### config.mk
export PLATFORM = sky130hd
export DESIGN_NAME = param_ram_loader
export DESIGN_NICKNAME = d
export VERILOG_FILES = /design/src/rtl/param_pkg.sv /design/src/rtl/param_ram_loader.sv
export SDC_FILE = /design/constraint.sdc
export NUM_CORES = 1
export LEC_CHECK = 0
export CORE_ASPECT_RATIO = 1.5
export CORE_MARGIN = 2
export CORE_UTILIZATION = 60
export CTS_BUF_LIST = sky130_fd_sc_hd__clkbuf_4 sky130_fd_sc_hd__clkbuf_8
export CTS_CLUSTER_DIAMETER = 120
export DETAILED_ROUTE_END_ITERATION = 6
export GPL_TIMING_DRIVEN = 1
export PLACE_DENSITY_LB_ADDON = 0.1
export SLEW_MARGIN = 20
export SYNTH_ARGS = -nofsm -noshare
export SYNTH_HDL_FRONTEND = slang
export SYNTH_SLANG_ARGS = --single-unit
### constraint.sdc
create_clock -name clk -period 25.5 [get_ports clk]
set_clock_uncertainty 0.05 [all_clocks]
set_input_delay 5.1 -clock clk [delete_from_list [all_inputs] [get_ports clk]]
set_output_delay 5.1 -clock clk [all_outputs]
set_load 0.02 [all_outputs]
### src/rtl/param_pkg.sv
// Shared definitions for the force-field parameter RAM, its runtime loader and the host-side model.
package param_pkg;
    localparam int ADDR_W         = 10;
    localparam int WORD_W         = 260;
    localparam int BYTES_PER_WORD = (WORD_W + 7) / 8;

    localparam logic [7:0] CMD_WRITE = 8'hA5;
    localparam logic [7:0] CMD_CLEAR = 8'h5A;

    typedef enum logic [2:0] {
        IDLE    = 3'd0,
        ADDR_HI = 3'd1,
        ADDR_LO = 3'd2,
        COUNT   = 3'd3,
        DATA    = 3'd4,
        CSUM    = 3'd5
    } state_t;
endpackage

### src/rtl/param_ram_loader.sv
// Parses host write frames from a byte stream and emits one RAM write strobe per assembled
// 260-bit parameter word, at an auto-incrementing address.
module param_ram_loader
    import param_pkg::*;
(
    input  logic              clk,
    input  logic              rst,
    input  logic [7:0]        in_data,
    input  logic              in_valid,
    output logic              in_ready,
    output logic              wr_en,
    output logic [ADDR_W-1:0] wr_addr,
    output logic [WORD_W-1:0] wr_data,
    output logic              busy,
    output logic              done,
    output logic              err_csum,
    output logic              err_cmd
);
    localparam int ASM_W = WORD_W - 8;
    localparam logic [5:0] LAST_BYTE = 6'(BYTES_PER_WORD - 1);

    state_t            state_q, state_d;
    logic [ADDR_W-1:0] addr_q, addr_d;
    logic [7:0]        count_q, count_d;
    logic [7:0]        word_idx_q, word_idx_d;
    logic [5:0]        byte_cnt_q, byte_cnt_d;
    logic [7:0]        csum_q, csum_d;
    logic [ASM_W-1:0]  asm_q, asm_d;
    logic              wr_en_q, wr_en_d;
    logic [ADDR_W-1:0] wr_addr_q, wr_addr_d;
    logic [WORD_W-1:0] wr_data_q, wr_data_d;
    logic              done_q, done_d;
    logic              err_csum_q, err_csum_d;
    logic              err_cmd_q, err_cmd_d;
    logic              accept;

    // The cycle carrying a write strobe is the single bubble per word.
    assign in_ready = ~wr_en_q;
    assign accept   = in_valid & in_ready;

    always_comb begin
        // NOTE: every always_comb output gets a default first, so no path can infer a latch.
        state_d    = state_q;
        addr_d     = addr_q;
        count_d    = count_q;
        word_idx_d = word_idx_q;
        byte_cnt_d = byte_cnt_q;
        csum_d     = csum_q;
        asm_d      = asm_q;
        wr_en_d    = 1'b0;
        wr_addr_d  = wr_addr_q;
        wr_data_d  = wr_data_q;
        done_d     = 1'b0;
        err_csum_d = err_csum_q;
        err_cmd_d  = err_cmd_q;

        if (accept) begin
            unique case (state_q)
                IDLE: begin
                    if (in_data == CMD_WRITE) begin
                        state_d = ADDR_HI;
                        csum_d  = 8'h00;
                    end else if (in_data == CMD_CLEAR) begin
                        err_csum_d = 1'b0;
                        err_cmd_d  = 1'b0;
                    end else begin
                        err_cmd_d = 1'b1;
                    end
                end
                ADDR_HI: begin
                    addr_d  = {in_data[ADDR_W-9:0], addr_q[7:0]};
                    csum_d  = csum_q ^ in_data;
                    state_d = ADDR_LO;
                end
                ADDR_LO: begin
                    addr_d  = {addr_q[ADDR_W-1:8], in_data};
                    csum_d  = csum_q ^ in_data;
                    state_d = COUNT;
                end
                COUNT: begin
                    count_d    = in_data;
                    word_idx_d = 8'd0;
                    byte_cnt_d = 6'd0;
                    csum_d     = csum_q ^ in_data;
                    state_d    = DATA;
                end
                DATA: begin
                    // 32 shifts through a 252-bit register drop the first byte's upper nibble.
                    asm_d  = {asm_q[ASM_W-9:0], in_data};
                    csum_d = csum_q ^ in_data;
                    if (byte_cnt_q == LAST_BYTE) begin
                        wr_en_d    = 1'b1;
                        wr_addr_d  = addr_q;
                        wr_data_d  = {asm_q, in_data};
                        addr_d     = addr_q + 1'b1;
                        byte_cnt_d = 6'd0;
                        word_idx_d = word_idx_q + 8'd1;
                        if (word_idx_q == count_q) state_d = CSUM;
                    end else begin
                        byte_cnt_d = byte_cnt_q + 6'd1;
                    end
                end
                CSUM: begin
                    done_d  = 1'b1;
                    if (in_data != csum_q) err_csum_d = 1'b1;
                    state_d = IDLE;
                end
                default: state_d = IDLE;
            endcase
        end
    end

    always_ff @(posedge clk) begin
        // NOTE: sequential state uses non-blocking assignments so all flops update together.
        if (rst) begin
            state_q    <= IDLE;
            addr_q     <= '0;
            count_q    <= '0;
            word_idx_q <= '0;
            byte_cnt_q <= '0;
            csum_q     <= '0;
            wr_en_q    <= 1'b0;
            wr_addr_q  <= '0;
            wr_data_q  <= '0;
            done_q     <= 1'b0;
            err_csum_q <= 1'b0;
            err_cmd_q  <= 1'b0;
        end else begin
            state_q    <= state_d;
            addr_q     <= addr_d;
            count_q    <= count_d;
            word_idx_q <= word_idx_d;
            byte_cnt_q <= byte_cnt_d;
            csum_q     <= csum_d;
            wr_en_q    <= wr_en_d;
            wr_addr_q  <= wr_addr_d;
            wr_data_q  <= wr_data_d;
            done_q     <= done_d;
            err_csum_q <= err_csum_d;
            err_cmd_q  <= err_cmd_d;
        end
    end

    // NOTE: the assembly register is fully overwritten before every use, so it carries no reset.
    always_ff @(posedge clk) begin
        asm_q <= asm_d;
    end

    assign wr_en    = wr_en_q;
    assign wr_addr  = wr_addr_q;
    assign wr_data  = wr_data_q;
    assign busy     = (state_q != IDLE);
    assign done     = done_q;
    assign err_csum = err_csum_q;
    assign err_cmd  = err_cmd_q;
endmodule

==> results by group, run 1 <==
Timing
  • Fin. max-slew vios: 0
  • Setup violators final: 0
  • RSZ-0062 raised after global routing: no
  • Peak Freq: between 100 and 150 MHz
  • Slew @ Worst Pin: roughly 1.1 ns
  • Final Critical Period: between 8 and 9 ns
  • TNS Setup: 0 ns
  • Part of the cycle the worst path needs: 0.345
  • Slew margin rel.: 0.294
  • Final Hold Fails: 0

Finish
  • Footprint of the multi-input gates: approximately 4900 sq um
  • Most common cell after layout, fill and taps aside: nand2_1
  • Filler cell count: 2140
  • Final Instance Area: 24000 sq um
  • FF/Latch Area: roughly 14000 sq um
  • Most frequent cells in the layout: nand2_1, dfxtp_1, a21oi_1, clkdlybuf4s50_1, edfxtp_1
  • Area grow syn2layout: 24.2%
  • Final-stage net count: between 2000 and 2500
  • Share of layout cells above drive strength 1: 0.0798

Pwr
  • Leak: 7.76 nW
  • Power per cell area: between 70 and 80 nW/um^2
  • Worst vdd ir: 0.0000574 V

Logic synthesis
  • Post-synthesis cell count: around 1800
  • Syn Area/Cell: 11.0 sq um
  • Mapped Nets: 1766
  • Post-synthesis register bit count: 569
  • Seq/Total Area, Yosys: 0.720
  • Distinct cells, synth: between 50 and 60
  • Post-synth EDFFs: about 250
  • Async SR Flop Fraction: 0
  • Primary FF master, synth: dfxtp_1
  • Number of synthesis warnings: 0
  • Post-Syn Area: approximately 19000 sq um

Worst setup path
  • Crit-path max cell delay: approximately 0.9 ns
  • CP arrival: 8.98 ns
  • CP most frequent cell: buf_4
  • Worst R2R End: asm_q[110]
  • R2R setup slack: 21.33 ns
  • Worst path required time: about 26 ns
  • Critical path class: input port to flip-flop
  • WP buf/inv: 3
  • R2R cell count: 5
  • Crit. End Element: flip-flop
  • Cell Chain, Critical Path: clkdlybuf4s50_1 > nor2b_1 > nand2_1 > nor2_4 > buf_4 > buf_4
  • Startpoint Class: input port
  • R2r startpoint: wr_en
  • Crit path depth: 6
  • Critical path's top delay family: buffers and inverters
  • Max FO, Critical Path: 79
  • Slowest cell on crit path: buf_4

Clock tree
  • CTS tree: done
  • CTS clk-pin slew, worst paths: 0.07 ns
  • Post-CTS sizing: 0
  • H-tree depth: 3
  • Total CTS buffers: 79
  • Clock Tree Buf Depth: 3
  • Postcts setup bufs: 0
  • Clock Root Buffer: clkbuf_8
  • TritonCTS Sinks: 569
  • Post-CTS Hold Buffers: 0
  • Later-pin clock latency in the skew report: between 0.6 and 0.7 ns

Floorplan
  • Die Y: between 200 and 250 um
  • Number of core rows: 80
  • Die area: between 30000 and 40000 sq um
  • Die width: approximately 150 um
  • Starting density of the core: 0.609
  • Num ports: between 200 and 300
  • Core area: 31700 sq um

Detailed routing
  • # DRC: 0
  • Detailed Route WL: between 40 and 50 mm
  • Routed Antenna Nets: 0
  • Via/cell ratio: 5.43
  • Drt pass-1 iters: 6
  • Iteration-0 DRC Markers: around 800
  • Avg WL per Cell: around 18 um
  • Vias after detailed routing: between 10000 and 15000

Placement
  • Global placer's final weighted congestion: a little over 0.8
  • DP Wirelength: roughly 27 mm
  • Port bufs: about 290
  • Area after DPL: roughly 22000 sq um

GRT
  • Initial antenna violation count: 1
  • First-pass GRT wire length: between 60 and 70 mm
  • Largest net degree at the start of global routing: approximately 190
  • GR Overflow Total: 0
  • Vias in the first global route: approximately 13000
  • Gr usage total: 0.258

Min path
  • Hold depth: 0
  • Hold EP: asm_q[189]
  • Hold_sp: asm_q[181]
  • Hold Crit Class: flip-flop to flip-flop

Run
  • MaxCap Viol Count: 0

Outcome
  • Status: completed
==> cells by family (layout without fill, tap and decap cells) <==
group | after synthesis | count (layout) | share of synthesized area
AO/OA/AOI/OAI | 355 | 355 | 0.0975
XOR/XNOR | 25 | 25 | 0.0113
adder cells (fa/ha/maj) | 4 | 4 | 0.00259
buffers and inverters | 122 | 452 | 0.0262
flip-flops | 569 | 569 | 0.720
multiplexers | 2 | 2 | 0.00104
other | 0 | 1 | 0
AND/OR/NAND/NOR | 674 | 674 | 0.141
==> how the worst max path moves through the flow <==
stage          startpoint  slack [ns]             to
2_1_floorplan    in_valid        8.00  byte_cnt_q[2]
3_3_place_gp     in_valid       16.16     asm_q[117]
3_5_place_dp     in_valid       16.08     asm_q[124]
4_1_cts          in_valid       16.75     asm_q[106]
5_1_grt          in_valid       16.45     asm_q[106]
6_report         in_valid       16.71     asm_q[110]
==> Yosys cell counts, types with 2 or more instances <==
master	count	share of area
a22oi_1	2	0.00078
nor2b_1	5	0.0016
xor2_1	14	0.0063
dfxtp_1	317	0.33
nand4_1	8	0.0026
and4_1	2	0.00091
o21ai_0	17	0.0044
and3_1	4	0.0013
clkbuf_1	79	0.015
nor3_1	10	0.0026
nor4_1	3	0.00097
inv_1	9	0.0017
a211oi_1	5	0.0019
ha_1	4	0.0026
buf_2	33	0.0085
nor2_1	34	0.0066
edfxtp_1	252	0.39
a32o_1	3	0.0016
a31oi_1	2	0.00065
o21ai_1	3	0.00078
a311oi_1	2	0.00091
nand3b_1	9	0.0035
nand2_1	575	0.11
xnor2_1	11	0.0050
nor3b_1	2	0.00078
o2111ai_1	2	0.00091
o211ai_1	2	0.00078
nand3_1	9	0.0023
a21oi_1	305	0.079
nand2b_1	3	0.00097
mux2i_1	2	0.0010
o22ai_1	3	0.00097
==> flip-flops by register name (all words and copies together), names as in the netlist <==
name and cells:
state_q 3, err_cmd 1, word_idx_q 8, csum_q 8, wr_data 260, wr_addr 10
err_csum 1, byte_cnt_q 6, done 1, wr_en 1, count_q 8, asm_q 252
addr_q 10
==> metal layers <==
metal	up-vias	share of wire	track usage
li1	6481	-	-
met1	6521	0.38	0.311
met2	442	0.52	0.443
met3	87	0.065	0.0627
met4	0	0.031	0.104
met5	-	0	0
==> worst reg2reg max path, cell delays in order, from the launching register on <==
cell     delay (ns)
dfxtp_1        0.36
nor2b_1        0.62
nand2_1        0.22
nor2_4         0.70
buf_4          0.88
buf_4          0.93
==> metrics by stage <==
| step | setup slack, ns | hold WS (ns) | instances | power [mW] | util |
|---|---|---|---|---|---|
| 3_5_place_dp | 16.08 | 0.382 | 2344 | 0.999 | 0.704 |
| 2_1_floorplan | 8.00 | 0.376 | 1751 | 0.990 | - |
| 3_3_place_gp | 16.16 | 0.377 | 2344 | 0.999 | 0.704 |
| 6_report | 16.71 | 0.392 | 2492 | 1.70 | 0.756 |
| 5_1_grt | 16.45 | 0.401 | 2492 | 1.75 | 0.756 |
| 4_1_cts | 16.75 | 0.390 | 2491 | 1.71 | 0.756 |
==> cell type report <==
| cell class | count | share of cell area |
|---|---|---|
| Clock inverter | 16 | 0.00365 |
| Tap cell | 410 | 0.0214 |
| Clock buffer | 131 | 0.0660 |
| Sequential cell | 569 | 0.580 |
| Inverter | 9 | 0.00141 |
| Multi-Input combinational cell | 1060 | 0.205 |
| Timing Repair Buffer | 296 | 0.123 |
| Antenna cell | 1 | 0.000104 |
==> where the power goes <==
part	switching [mW]	internal, mW	leakage, nW	total (mW)
clock network	0.327	0.394	0.908	0.721
logic	0.0214	0.00896	2.03	0.0303
registers	0.00287	0.946	4.82	0.949
total	0.352	1.35	7.76	1.70
Power figures use the tool's default switching activity.
==> run 2, diff against run 1 <==
- CORE_UTILIZATION: 60 -> 50
- clock period: 25.5 -> 7.8 ns (I/O delays scaled with it)
==> results by group, run 2 (synthesis gave the netlist of run 1 again) <==
Timing
  • Slew margin rel.: 0.336
  • Setup violators final: 0
  • Fin. max-slew vios: 0
  • RSZ-0062 raised after global routing: no
  • Peak Freq: 254 MHz
  • Final Critical Period: slightly below 4 ns
  • PnR worst setup slack: 3.87 ns
  • TNS Setup: 0 ns
  • Part of the cycle the worst path needs: 0.504
  • Final Hold Fails: 0
  • Slew @ Worst Pin: approximately 1 ns

Clock tree
  • Post-CTS Hold Buffers: 0
  • Later-pin clock latency in the skew report: 0.62 ns
  • CTS clk-pin slew, worst paths: approximately 0.070 ns
  • Total CTS buffers: 80
  • Postcts setup bufs: 0
  • Clock Tree Buf Depth: 3
  • TritonCTS Sinks: 569
  • Clock Root Buffer: clkbuf_8
  • CTS tree: done
  • Post-CTS sizing: 0
  • H-tree depth: 3

Finish
  • Fin util: 0.631
  • Footprint of the multi-input gates: slightly below 5000 sq um
  • Filler cell count: slightly above 3000
  • FF/Latch Area: roughly 14000 sq um
  • Most frequent cells in the layout: nand2_1, dfxtp_1, a21oi_1, clkdlybuf4s50_1, edfxtp_1
  • Area grow syn2layout: 25.1%
  • Most common cell after layout, fill and taps aside: nand2_1
  • Layout Cells excl Fill: approximately 2600
  • Final-stage net count: around 2000
  • Share of layout cells above drive strength 1: 0.0759
  • Max reg flops: 260

Floorplan
  • Die area: about 40000 sq um
  • Core area: 38300 sq um
  • Number of core rows: 88
  • Num ports: approximately 290
  • Die width: ~160 um
  • Die Y: about 240 um
  • Starting density of the core: 0.504

Pwr
  • Total chip power: about 5.6 mW
  • Leak: about 7.7 nW
  • Power per cell area: 231 nW/um^2
  • Worst vdd ir: roughly 0.00017 V

Placement
  • Post-Place Cells: ~2400
  • Global placer's final weighted congestion: around 0.81
  • DP Wirelength: 26.6 mm
  • Place WS: between 3 and 4 ns
  • Port bufs: between 200 and 300

Detailed routing
  • Detailed Route WL: around 44 mm
  • # DRC: 0
  • Drt pass-1 iters: 5
  • Avg WL per Cell: ~17 um
  • Routed Antenna Nets: 0
  • Iteration-0 DRC Markers: ~1000
  • Vias after detailed routing: approximately 13000
  • Via/cell ratio: around 5.2

GRT
  • Vias in the first global route: about 13000
  • Largest net degree at the start of global routing: between 150 and 200
  • GR Overflow Total: 0
  • Gr usage total: 0.215
  • First-pass GRT wire length: between 60 and 70 mm
  • Initial antenna violation count: 1

Worst setup path
  • Startpoint Class: input port
  • Crit. End Element: flip-flop
  • Crit-path max cell delay: roughly 0.78 ns
  • Max FO, Critical Path: 187
  • Slowest cell on crit path: and4_4
  • Critical path class: input port to flip-flop
  • Cell Chain, Critical Path: clkdlybuf4s50_1 > nor3b_2 > and4_4 > buf_12 > nand2_1 > a21oi_1
  • WP buf/inv: 2
  • R2R setup slack: ~4.8 ns
  • Worst path required time: about 8.3 ns
  • Critical path's top delay family: simple AND/OR/NAND/NOR gates
  • CP arrival: ~4.4 ns

Outcome
  • Status: completed

Min path
  • Hold Crit Class: flip-flop to flip-flop

Run
  • MaxCap Viol Count: 0
==> run 2: cell types whose count changed in the layout (fill, tap and decap cells not counted), sizes merged <==
| cell | change |
|---|---|
| buf | +3 |
| inv | -1 |
| clkinvlp | +2 |
| bufinv | +2 |
| clkbuf | -8 |
| clkinv | +3 |
==> run 2: per-stage QoR <==
step	hold WS, ns	cell area [sq um]
after floorplan	0.376	19300
after global placement	0.378	22500
after detailed placement	0.382	22500
after CTS	0.385	24100
after global routing	0.393	24200
final	0.384	24200
==> run 2: metal layers <==
metal	track usage	wire length [um]	up-vias	part of all wire
li1	-	-	6487	-
met1	0.256	17300	6464	0.40
met2	0.368	22400	340	0.51
met3	0.0569	2720	83	0.062
met4	0.0864	1180	2	0.027
met5	0.00631	36	-	0.00083
==> run 2: path summary, 6_finish.rpt <==
| kind | start | endpoint | cells after the start |
|---|---|---|---|
| hold / removal | asm_q[93] | asm_q[101] | 0 |
| setup reg to reg | byte_cnt_q[0] | wr_data[21] | 7 |
| setup / recovery | in_valid | wr_data[21] | 6 |
| hold reg to reg | asm_q[93] | asm_q[101] | 0 |
==> run 2: final cells by class <==
| type | instances | share of cell area |
|---|---|---|
| Multi-Input combinational cell | 1060 | 0.203 |
| Clock buffer | 124 | 0.0626 |
| Inverter | 9 | 0.00140 |
| Sequential cell | 569 | 0.576 |
| Tap cell | 495 | 0.0256 |
| Clock inverter | 22 | 0.00637 |
| Antenna cell | 1 | 0.000104 |
| Timing Repair Buffer | 298 | 0.125 |
==> run 2: power breakdown <==
group          total, mW  internal, mW  leakage (nW)  switching, mW
Combinational      0.101        0.0309          2.05         0.0703
Clock               2.39          1.30         0.883           1.08
Sequential          3.10          3.09          4.82        0.00987
Total               5.59          4.43          7.75           1.16
==> run 3, diff against run 2 <==
- CORE_UTILIZATION: 50 -> 56
- clock period: 7.8 -> 3.75 ns (I/O delays scaled with it)
==> results by group, run 3 (synthesis gave the netlist of run 1 again) <==
Outcome
  • Status: completed

Finish
  • Final-stage net count: approximately 2000
  • Filler cell count: around 2500
  • Max reg flops: 260
  • Most frequent cells in the layout: nand2_1, dfxtp_1, a21oi_1, clkdlybuf4s50_1, edfxtp_1
  • Share of layout cells above drive strength 1: 0.0864
  • Diode count: 0
  • Fin util: 0.712
  • Most common cell after layout, fill and taps aside: nand2_1
  • Final Instance Area: between 20000 and 25000 sq um
  • Area grow syn2layout: 25.9%

GRT
  • Initial antenna violation count: 0
  • Largest net degree at the start of global routing: 130
  • GR Overflow Total: 0
  • Vias in the first global route: about 13000
  • Gr usage total: 0.239
  • First-pass GRT wire length: roughly 70 mm

Pwr
  • Leak: about 7.9 nW
  • Total chip power: about 12 mW
  • Switching Share: 0.203
  • Sw Pwr: 2.37 mW
  • Pint: 9.31 mW
  • Worst vdd ir: slightly below 0.0004 V
  • Power per cell area: 481 nW/um^2
  • Sequential power share: 0.552
  • Clk pwr share: 0.429
  • Combinational Power Share: 0.019

Worst setup path
  • WP buf/inv: 2
  • Max FO, Critical Path: 15
  • Crit-path max cell delay: about 0.66 ns
  • Worst path required time: between 2 and 3 ns
  • CP startpoint: state_q[0]
  • R2r startpoint: state_q[1]
  • Critical path class: flip-flop to primary output
  • Critical path's top delay family: buffers and inverters
  • CP arrival: roughly 2.1 ns
  • Startpoint Class: flip-flop
  • Crit. End Element: primary output
  • Slowest cell on crit path: clkdlybuf4s50_1
  • Cell Chain, Critical Path: nor3_1 > inv_1 > clkdlybuf4s50_1

Timing
  • Final Critical Period: 2.94 ns
  • Min Hold Slack: ~0.39 ns
  • Setup violators final: 0
  • Part of the cycle the worst path needs: 0.783
  • Fin. max-slew vios: 0
  • Peak Freq: around 340 MHz
  • Slew margin rel.: 0.483
  • Final Hold Fails: 0
  • TNS Setup: 0 ns
  • RSZ-0062 raised after global routing: no
  • Slew @ Worst Pin: approximately 0.78 ns

Min path
  • Hold Crit Class: flip-flop to flip-flop
  • Hold_sp: asm_q[166]

Clock tree
  • Postcts setup bufs: 0
  • Total CTS buffers: between 70 and 80
  • Post-CTS Hold Buffers: 0
  • CTS tree: done
  • Post-CTS sizing: 0
  • H-tree depth: 3
  • TritonCTS Sinks: around 570
  • Clock Tree Buf Depth: 3
  • CTS clk-pin slew, worst paths: about 0.060 ns
  • Later-pin clock latency in the skew report: 0.62 ns
  • Clock Root Buffer: clkbuf_8

Run
  • MaxCap Viol Count: 0

Placement
  • Port bufs: about 290
  • DP Wirelength: approximately 27 mm
  • Area after DPL: 22600 sq um
  • Global placer's final weighted congestion: roughly 0.84

Detailed routing
  • # DRC: 0
  • Via/cell ratio: around 5.3
  • Routed Antenna Nets: 0
  • Iteration-0 DRC Markers: slightly below 800
  • Drt pass-1 iters: 7
  • Avg WL per Cell: roughly 17 um
  • Vias after detailed routing: between 10000 and 15000
  • Detailed Route WL: between 40 and 50 mm

Floorplan
  • Number of core rows: 83
  • Die Y: around 230 um
  • Die area: 36000 sq um
  • Num ports: 287
  • Starting density of the core: 0.565
  • Core area: 34200 sq um
  • Die width: around 160 um
## run 3: cell count changes in the layout (fill, tap and decap cells not counted), sizes merged
cell / previous run / this run
clkbuf: 124 / 134
buf: 13 / 27
diode: 1 / 0
clkinv: 17 / 5
## run 3: final cells by class
cell class | instances | area [sq um] | share of cell area
Inverter | 9 | 33.8 | 0.00139
Sequential cell | 569 | 13900 | 0.572
Clock buffer | 134 | 1590 | 0.0656
Timing Repair Buffer | 312 | 3210 | 0.132
Clock inverter | 10 | 105 | 0.00432
Tap cell | 425 | 532 | 0.0219
Multi-Input combinational cell | 1060 | 4920 | 0.203
## run 3: worst paths after layout
check	endpoint	depth (start not counted)	slack [ns]
min reg2reg	asm_q[174]	0	0.39
max	busy	3	0.81
max reg2reg	wr_data[191]	5	1.34
min	asm_q[174]	0	0.39
## run 3: metal layers
metal	routed length, um	track usage	part of all wire	vias up
li1	-	-	-	6514
met1	16900	0.287	0.39	6423
met2	22100	0.408	0.51	386
met3	2750	0.0645	0.064	71
met4	1350	0.0992	0.031	0
met5	0	0	0	-
## run 3: power by group through the flow
stage	registers [mW]	logic (mW)	clock network, mW
2_1_floorplan	6.58	0.153	0
3_3_place_gp	6.59	0.213	0
3_5_place_dp	6.59	0.216	0
4_1_cts	6.45	0.217	5.14
5_1_grt	6.45	0.237	5.39
6_report	6.45	0.218	5.02
## run 3: stage by stage
step / setup slack (ns) / std cells
6_report: 0.815 / 2519
5_1_grt: 0.699 / 2519
4_1_cts: 0.773 / 2519
3_5_place_dp: 0.576 / 2375
3_3_place_gp: 0.626 / 2375
2_1_floorplan: -1.63 / 1751
